File: src/rtl/echo_buffer_if.sv
// Handshake bundle between the echo engine, the command dispatcher and the UART
// receiver/transmitter pair.
interface echo_buffer_if #(
    parameter int DATA_W = 8,
    parameter int DEPTH  = 16
);
    localparam int LW = $clog2(DEPTH) + 1;

    logic              activate;
    logic              done;
    logic              overflow;
    logic [LW-1:0]     level;
    logic              rx_ready;
    logic [DATA_W-1:0] rx_data;
    logic              tx_active;
    logic              tx_done;
    logic [DATA_W-1:0] tx_data;
    logic              tx_start;

    modport master (
        output activate, rx_ready, rx_data, tx_active, tx_done,
        input  done, overflow, level, tx_data, tx_start
    );

    modport slave (
        input  activate, rx_ready, rx_data, tx_active, tx_done,
        output done, overflow, level, tx_data, tx_start
    );
endinterface

File: src/rtl/echo_buffer.sv
// UART echo engine: buffers received bytes in a circular FIFO and replays them
// to the transmitter, either streaming or after the terminator has arrived.
module echo_buffer #(
    parameter int                DATA_W      = 8,
    parameter int                DEPTH       = 16,
    parameter logic [DATA_W-1:0] TERMINATOR  = DATA_W'(8'h55),
    parameter int                PACKET_MODE = 0
) (
    input  logic       clk,
    input  logic       reset,
    echo_buffer_if.slave bus
);
    localparam int AW = $clog2(DEPTH);
    localparam int CW = AW + 1;

    localparam logic [1:0] S_IDLE  = 2'd0;
    localparam logic [1:0] S_RUN   = 2'd1;
    localparam logic [1:0] S_DRAIN = 2'd2;
    localparam logic [1:0] S_DONE  = 2'd3;

    localparam logic TX_IDLE = 1'b0;
    localparam logic TX_BUSY = 1'b1;

    logic [1:0]        state;
    logic              tx_state;
    logic [DATA_W-1:0] mem [DEPTH];
    logic [AW-1:0]     wr_ptr;
    logic [AW-1:0]     rd_ptr;
    logic [CW-1:0]     count;
    logic              done_q;
    logic              overflow_q;
    logic              tx_start_q;
    logic [DATA_W-1:0] tx_data_q;

    logic pop_en;
    logic fifo_empty;
    logic fifo_full;
    logic pop;
    logic rx_take;
    logic push;
    logic drop;
    logic is_term;
    logic flush;

    // Pops are gated by activate so an abort never launches another byte.
    always_comb begin
        pop_en     = (state == S_DRAIN) || ((state == S_RUN) && (PACKET_MODE == 0));
        fifo_empty = (count == '0);
        fifo_full  = (count == CW'(DEPTH));
        pop        = bus.activate && pop_en && (tx_state == TX_IDLE)
                     && !fifo_empty && !bus.tx_active;
        rx_take    = (state == S_RUN) && bus.activate && bus.rx_ready;
        push       = rx_take && (!fifo_full || pop);
        drop       = rx_take && fifo_full && !pop;
        is_term    = (bus.rx_data == TERMINATOR);
        flush      = (state == S_IDLE)
                     || (((state == S_RUN) || (state == S_DRAIN)) && !bus.activate);
    end

    always_ff @(posedge clk) begin
        if (push) begin
            mem[wr_ptr] <= bus.rx_data;
        end
    end

    always_ff @(posedge clk) begin
        if (!reset) begin
            state      <= S_IDLE;
            tx_state   <= TX_IDLE;
            wr_ptr     <= '0;
            rd_ptr     <= '0;
            count      <= '0;
            done_q     <= 1'b0;
            overflow_q <= 1'b0;
            tx_start_q <= 1'b0;
            tx_data_q  <= '0;
        end else begin
            tx_start_q <= 1'b0;
            if (pop) begin
                tx_data_q  <= mem[rd_ptr];
                tx_start_q <= 1'b1;
                rd_ptr     <= rd_ptr + AW'(1);
                tx_state   <= TX_BUSY;
            end else if ((tx_state == TX_BUSY) && bus.tx_done) begin
                tx_state <= TX_IDLE;
            end

            if (push) begin
                wr_ptr <= wr_ptr + AW'(1);
            end
            count <= count + CW'(push) - CW'(pop);

            case (state)
                S_IDLE: begin
                    if (bus.activate) begin
                        state <= S_RUN;
                    end
                end
                S_RUN: begin
                    if (!bus.activate) begin
                        state <= S_IDLE;
                    end else begin
                        if (drop) begin
                            overflow_q <= 1'b1;
                        end
                        // A dropped terminator still ends the receive phase.
                        if (bus.rx_ready && is_term) begin
                            state <= S_DRAIN;
                        end
                    end
                end
                S_DRAIN: begin
                    if (!bus.activate) begin
                        state <= S_IDLE;
                    end else if (fifo_empty && (tx_state == TX_IDLE) && !bus.tx_active) begin
                        state  <= S_DONE;
                        done_q <= 1'b1;
                    end
                end
                S_DONE: begin
                    if (!bus.activate && !bus.rx_ready) begin
                        state      <= S_IDLE;
                        done_q     <= 1'b0;
                        overflow_q <= 1'b0;
                    end
                end
                default: state <= S_IDLE;
            endcase

            // Entering or sitting in IDLE empties the FIFO and clears overflow.
            if (flush) begin
                wr_ptr     <= '0;
                rd_ptr     <= '0;
                count      <= '0;
                overflow_q <= 1'b0;
            end
        end
    end

    assign bus.done     = done_q;
    assign bus.overflow = overflow_q;
    assign bus.level    = count;
    assign bus.tx_start = tx_start_q;
    assign bus.tx_data  = tx_data_q;
endmodule

File: src/flat_wrapper.sv
// flat-port wrapper written by rule: the top's interface ports become plain ports
module echo_buffer_flat 
#(
    parameter int                DATA_W      = 8,
    parameter int                DEPTH       = 16,
    parameter logic [DATA_W-1:0] TERMINATOR  = DATA_W'(8'h55),
    parameter int                PACKET_MODE = 0
)
  (clk, reset, bus_activate, bus_rx_ready, bus_rx_data, bus_tx_active, bus_tx_done, bus_done, bus_overflow, bus_level, bus_tx_data, bus_tx_start);
  echo_buffer_if #(.DATA_W(DATA_W), .DEPTH(DEPTH)) bus_i ();
  input  logic clk;
  input  logic reset;
  input wire logic [$bits(bus_i.activate)-1:0] bus_activate;
  input wire logic [$bits(bus_i.rx_ready)-1:0] bus_rx_ready;
  input wire logic [$bits(bus_i.rx_data)-1:0] bus_rx_data;
  input wire logic [$bits(bus_i.tx_active)-1:0] bus_tx_active;
  input wire logic [$bits(bus_i.tx_done)-1:0] bus_tx_done;
  output wire logic [$bits(bus_i.done)-1:0] bus_done;
  output wire logic [$bits(bus_i.overflow)-1:0] bus_overflow;
  output wire logic [$bits(bus_i.level)-1:0] bus_level;
  output wire logic [$bits(bus_i.tx_data)-1:0] bus_tx_data;
  output wire logic [$bits(bus_i.tx_start)-1:0] bus_tx_start;
  assign bus_i.activate = bus_activate;
  assign bus_i.rx_ready = bus_rx_ready;
  assign bus_i.rx_data = bus_rx_data;
  assign bus_i.tx_active = bus_tx_active;
  assign bus_i.tx_done = bus_tx_done;
  assign bus_done = bus_i.done;
  assign bus_overflow = bus_i.overflow;
  assign bus_level = bus_i.level;
  assign bus_tx_data = bus_i.tx_data;
  assign bus_tx_start = bus_i.tx_start;
  echo_buffer #(.DATA_W(DATA_W), .DEPTH(DEPTH), .TERMINATOR(TERMINATOR), .PACKET_MODE(PACKET_MODE)) u_core (.clk(clk), .reset(reset), .bus(bus_i));
endmodule
File: config.mk
export PLATFORM = sky130hd
export DESIGN_NAME = echo_buffer_flat
export DESIGN_NICKNAME = d
export VERILOG_FILES = /design/src/rtl/echo_buffer_if.sv /design/src/rtl/echo_buffer.sv /design/src/flat_wrapper.sv
export SDC_FILE = /design/constraint.sdc
export NUM_CORES = 1
export LEC_CHECK = 0
export CAP_MARGIN = 25
export CORE_ASPECT_RATIO = 0.75
export CORE_UTILIZATION = 45
export CTS_BUF_LIST = sky130_fd_sc_hd__clkbuf_8
export CTS_CLUSTER_SIZE = 30
export DETAILED_ROUTE_END_ITERATION = 12
export PLACE_DENSITY = 0.61
export SETUP_SLACK_MARGIN = 0.05
export SYNTH_ARGS = -nofsm -noshare
export SYNTH_HDL_FRONTEND = slang
export SYNTH_SLANG_ARGS = --single-unit
File: constraint.sdc
create_clock -name clk -period 3.95 [get_ports clk]
set_input_delay 1.185 -clock clk [delete_from_list [all_inputs] [get_ports clk]]
set_output_delay 1.185 -clock clk [all_outputs]
set_load 0.01 [all_outputs]
==> summary.md <==
| Metric | Value |
|---|---|
| Status | `finished, violations left` |
| Failing checks | `design-rule violations` |
| Mapped Cells | `366` |
| Hold Vio Cnt, Final | `0` |
| Most common cell in the netlist | `edfxtp_1` |
| Min Clock Period, post-route | `3412 ps` |
| Leakage | `2.350 nW` |
| Critical path endpoint category | `flip-flop` |
| Synth warn | `0` |
| CTS tree | `yes` |
| PwrDens | `406.1 nW/um2` |
| Clk_skew | `14.10 ps` |
| Initial Util | `0.4597` |
| RR Startpoint | `u_core.bus.level[3]$_SDFF_PP0_` |
| FF-to-FF End | `u_core.bus.level[4]$_SDFF_PP0_` |
| Post-synth top flop | `edfxtp_1` |
| Worst setup SP type | `input pin` |
| Levels on crit path | `12` |
| Simple-gate area share of the yosys netlist | `0.05700` |
| Core footprint | `13700 um2` |
| Ports | `30` |
| XOR/XNOR Fraction of Synth Area | `0.01112` |
| Die area | `14480 um2` |
| Post-synthesis sequential area ratio | `0.6959` |
| Asr flop ratio synth | `0` |
| Fin nets | `463` |
| Chip Width | `138.6 um` |
| Pins Over Slew Limit | `0` |
| Mapped cell area | `6300 um2` |
| Number of enable flip-flop cells after synthesis | `128` |
| Remaining DRCs | `3` |
| Antenna Cells | `0` |
| Initial antenna violation count | `0` |
| Hold slack final | `488.1 ps` |
| Cell taking the most area after synthesis | `edfxtp_1` |
| Drt via density | `5.605` |
| Placed cell area | `7002 um2` |
| Worst skew pair latency | `430 ps` |
| Yosys reg bits | `155` |
| CTS-repair resized insts | `0` |
| Std-Cell Rows | `37` |
| Vias in the first global route | `3498` |
| # setup viols final | `0` |
| CP Max Fanout | `4` |
| Router iterations before antenna repair | `11` |
| Yosys top cell area share | `0.6101` |
| Num CTS Buffers | `17` |
| Worst R2R Setup Slack | `920 ps` |
| Maxcap violations | `0` |
| Share of cells above drive strength 1 | `0.2265` |
| Worst setup path category | `in2reg` |
| Main combinational cell family by area after synthesis | `multiplexers` |
| Initial DRC count | `268` |
| Synth top area cells | `edfxtp_1 61%, mux4_2 11%, dfxtp_1 8.6%` |
| Top post-synthesis cells by count | `128 x edfxtp_1, 32 x mux4_2, 27 x dfxtp_1` |
| Fmax | `293.1 MHz` |
| Worst Tran Pin Value | `954.7 ps` |
| Worst EP required | `4320 ps` |
| HP Start | `u_core.bus.overflow$_SDFFE_PP0P_` |
| Synth Area in Adders | `0.03297` |
| Die height | `104.5 um` |
| Final cycle utilization of the critical path | `0.8637` |
| Arrival @ worst endpoint | `3780 ps` |
| Avg Cell Area, Syn | `17.21 um2` |
| H-tree depth | `4` |
| Root Driver | `clkbuf_8` |
| Setup bufs post-CTS | `0` |
| Largest delay share family, worst path | `adder cells` |
| RSZ-0062 raised after global routing | `false` |
| Port Buf Inserts | `29` |
| GRT Util Overall | `0.1986` |
| Vias | `3481` |
| Path depth of the worst reg2reg path | `13` |
| Half-perimeter wire length after placement | `8949 um` |
| First-pass GRT wire length | `20400 um` |
| Final instance area | `7362 um2` |
| Worst hold stages | `2` |
| Synth Area in Compound Gates | `0.03615` |
| Clk pin slew, worst setup/hold paths | `80 ps` |
| Setup TNS | `0 ps` |
| Post-synthesis mux area share | `0.1446` |
| Max_slew headroom | `0.3635` |
| Worst Hold Path EP | `u_core.bus.overflow$_SDFFE_PP0P_` |
| Remaining global-route overflow | `0` |
| Hold Path Class | `reg2reg` |
| Layout area overhead | `16.86%` |
| Critical-path cell list | `clkdlybuf4s50_1 -> and4bb_2 -> nand2_1 -> inv_1 -> ha_1 -> inv_1 -> ha_1 -> fa_1 -> a21oi_1 -> nor2_1 -> or3_1 -> a21oi_1` |
| Slowest-stage cell, CP | `clkdlybuf4s50_1` |
| VDD IR max | `0.0002340 V` |
| Post-CTS Hold Buffers | `0` |
| Max Root-Sink Buffers | `2` |
| Mapped Nets | `396` |
| GPL Wtd Cong | `0.7896` |
| Bufs and invs on worst path | `3` |
| Final wirelength | `13250 um` |
| WL per Instance | `21.34 um` |
| Critical Path Max Stage Delay | `520 ps` |
| Largest net degree at the start of global routing | `35` |
| Post-DRT Antenna Nets | `0` |
| Synth unique cells | `41` |
| Clock sink total | `155` |
==> metal layers <==
metal / track usage / wire length, um / vias to the layer above
met5: 0 / 0 / -
met1: 0.2918 / 6512 / 1803
met3: 0.04420 / 523 / 16
met4: 0.06587 / 154 / 0
met2: 0.2944 / 6061 / 90
li1: - / - / 1572
==> cells in the final DEF (no fill, tap or decap), types with 2 or more instances in the layout <==
| master | instances |
|---|---|
| edfxtp_1 | 128 |
| nor3_1 | 6 |
| xnor2_1 | 5 |
| nand3_1 | 13 |
| ha_1 | 15 |
| o21ai_0 | 5 |
| dfxtp_1 | 25 |
| inv_1 | 19 |
| xor2_1 | 3 |
| mux4_2 | 32 |
| nand2_1 | 11 |
| a21oi_1 | 8 |
| a21o_1 | 2 |
| mux2i_1 | 19 |
| nor2_1 | 26 |
| buf_4 | 35 |
| clkinv_1 | 3 |
| clkdlybuf4s50_1 | 29 |
| or3_1 | 2 |
| clkinv_4 | 2 |
| inv_6 | 3 |
| dfxtp_2 | 2 |
| nand2b_1 | 2 |
| clkinvlp_4 | 5 |
| o221ai_1 | 8 |
| clkbuf_8 | 17 |
==> state kept, by name, indices dropped and copies added (netlist names) <==
name	flops
u_core.state	2
u_core.tx_state	1
u_core.bus.tx_start	1
u_core.mem	128
u_core.rd_ptr	4
u_core.bus.tx_data	8
u_core.bus.level	5
u_core.wr_ptr	4
u_core.bus.overflow	1
u_core.bus.done	1
==> how the worst max path moves through the flow <==
stage / to / slack [ps] / start
2_1_floorplan: u_core.bus.level[4]$_SDFF_PP0_ / 770 / bus_tx_active
3_3_place_gp: u_core.bus.level[4]$_SDFF_PP0_ / 160 / bus_tx_active
3_5_place_dp: u_core.bus.level[4]$_SDFF_PP0_ / 100 / bus_tx_active
4_1_cts: u_core.bus.level[4]$_SDFF_PP0_ / 560 / bus_tx_active
5_1_grt: u_core.bus.level[4]$_SDFF_PP0_ / 400 / bus_tx_active
6_report: u_core.bus.level[4]$_SDFF_PP0_ / 540 / bus_tx_active
==> tightest hold or removal path: stages (launching register included) <==
cell and delay, ps:
dfxtp_1 320, o21ai_0 70, a21oi_1 60
==> layout make-up <==
cell class                      instances  area [um2]
Timing Repair Buffer                   64       553.0
Fill cell                            1125        6341
Sequential cell                       155        4387
Multi-Input combinational cell        177        1775
Inverter                               18       67.56
Tap cell                              175       219.0
Clock buffer                           17       234.0
Clock inverter                         15       126.4
==> cell families after synthesis <==
family	Yosys count
muxes	51
DFF	155
and+or+nand+nor	71
AOI/OAI and AO/OA	31
buffers and inverters	34
adders and majority gates	16
xor gates and xnor gates	8
==> report_power, final <==
part,switching (mW),total (mW),internal [mW]
logic,0.0790,0.130,0.0509
clock network,0.585,1.08,0.496
registers,0.00585,1.78,1.77
total,0.669,2.99,2.32
==> per-stage QoR <==
stage | total power, mW | setup slack [ps] | utilization | instances
6_report | 2.989 | 538.3 | 0.5373 | 621
3_5_place_dp | 1.945 | 101.6 | 0.5110 | 589
5_1_grt | 3.097 | 401.9 | 0.5373 | 621
2_1_floorplan | 1.878 | 767.4 | - | 366
3_3_place_gp | 1.941 | 156.7 | 0.5104 | 588
4_1_cts | 3.019 | 563.6 | 0.5373 | 621
Note: power is estimated with default switching activity, not from simulation.
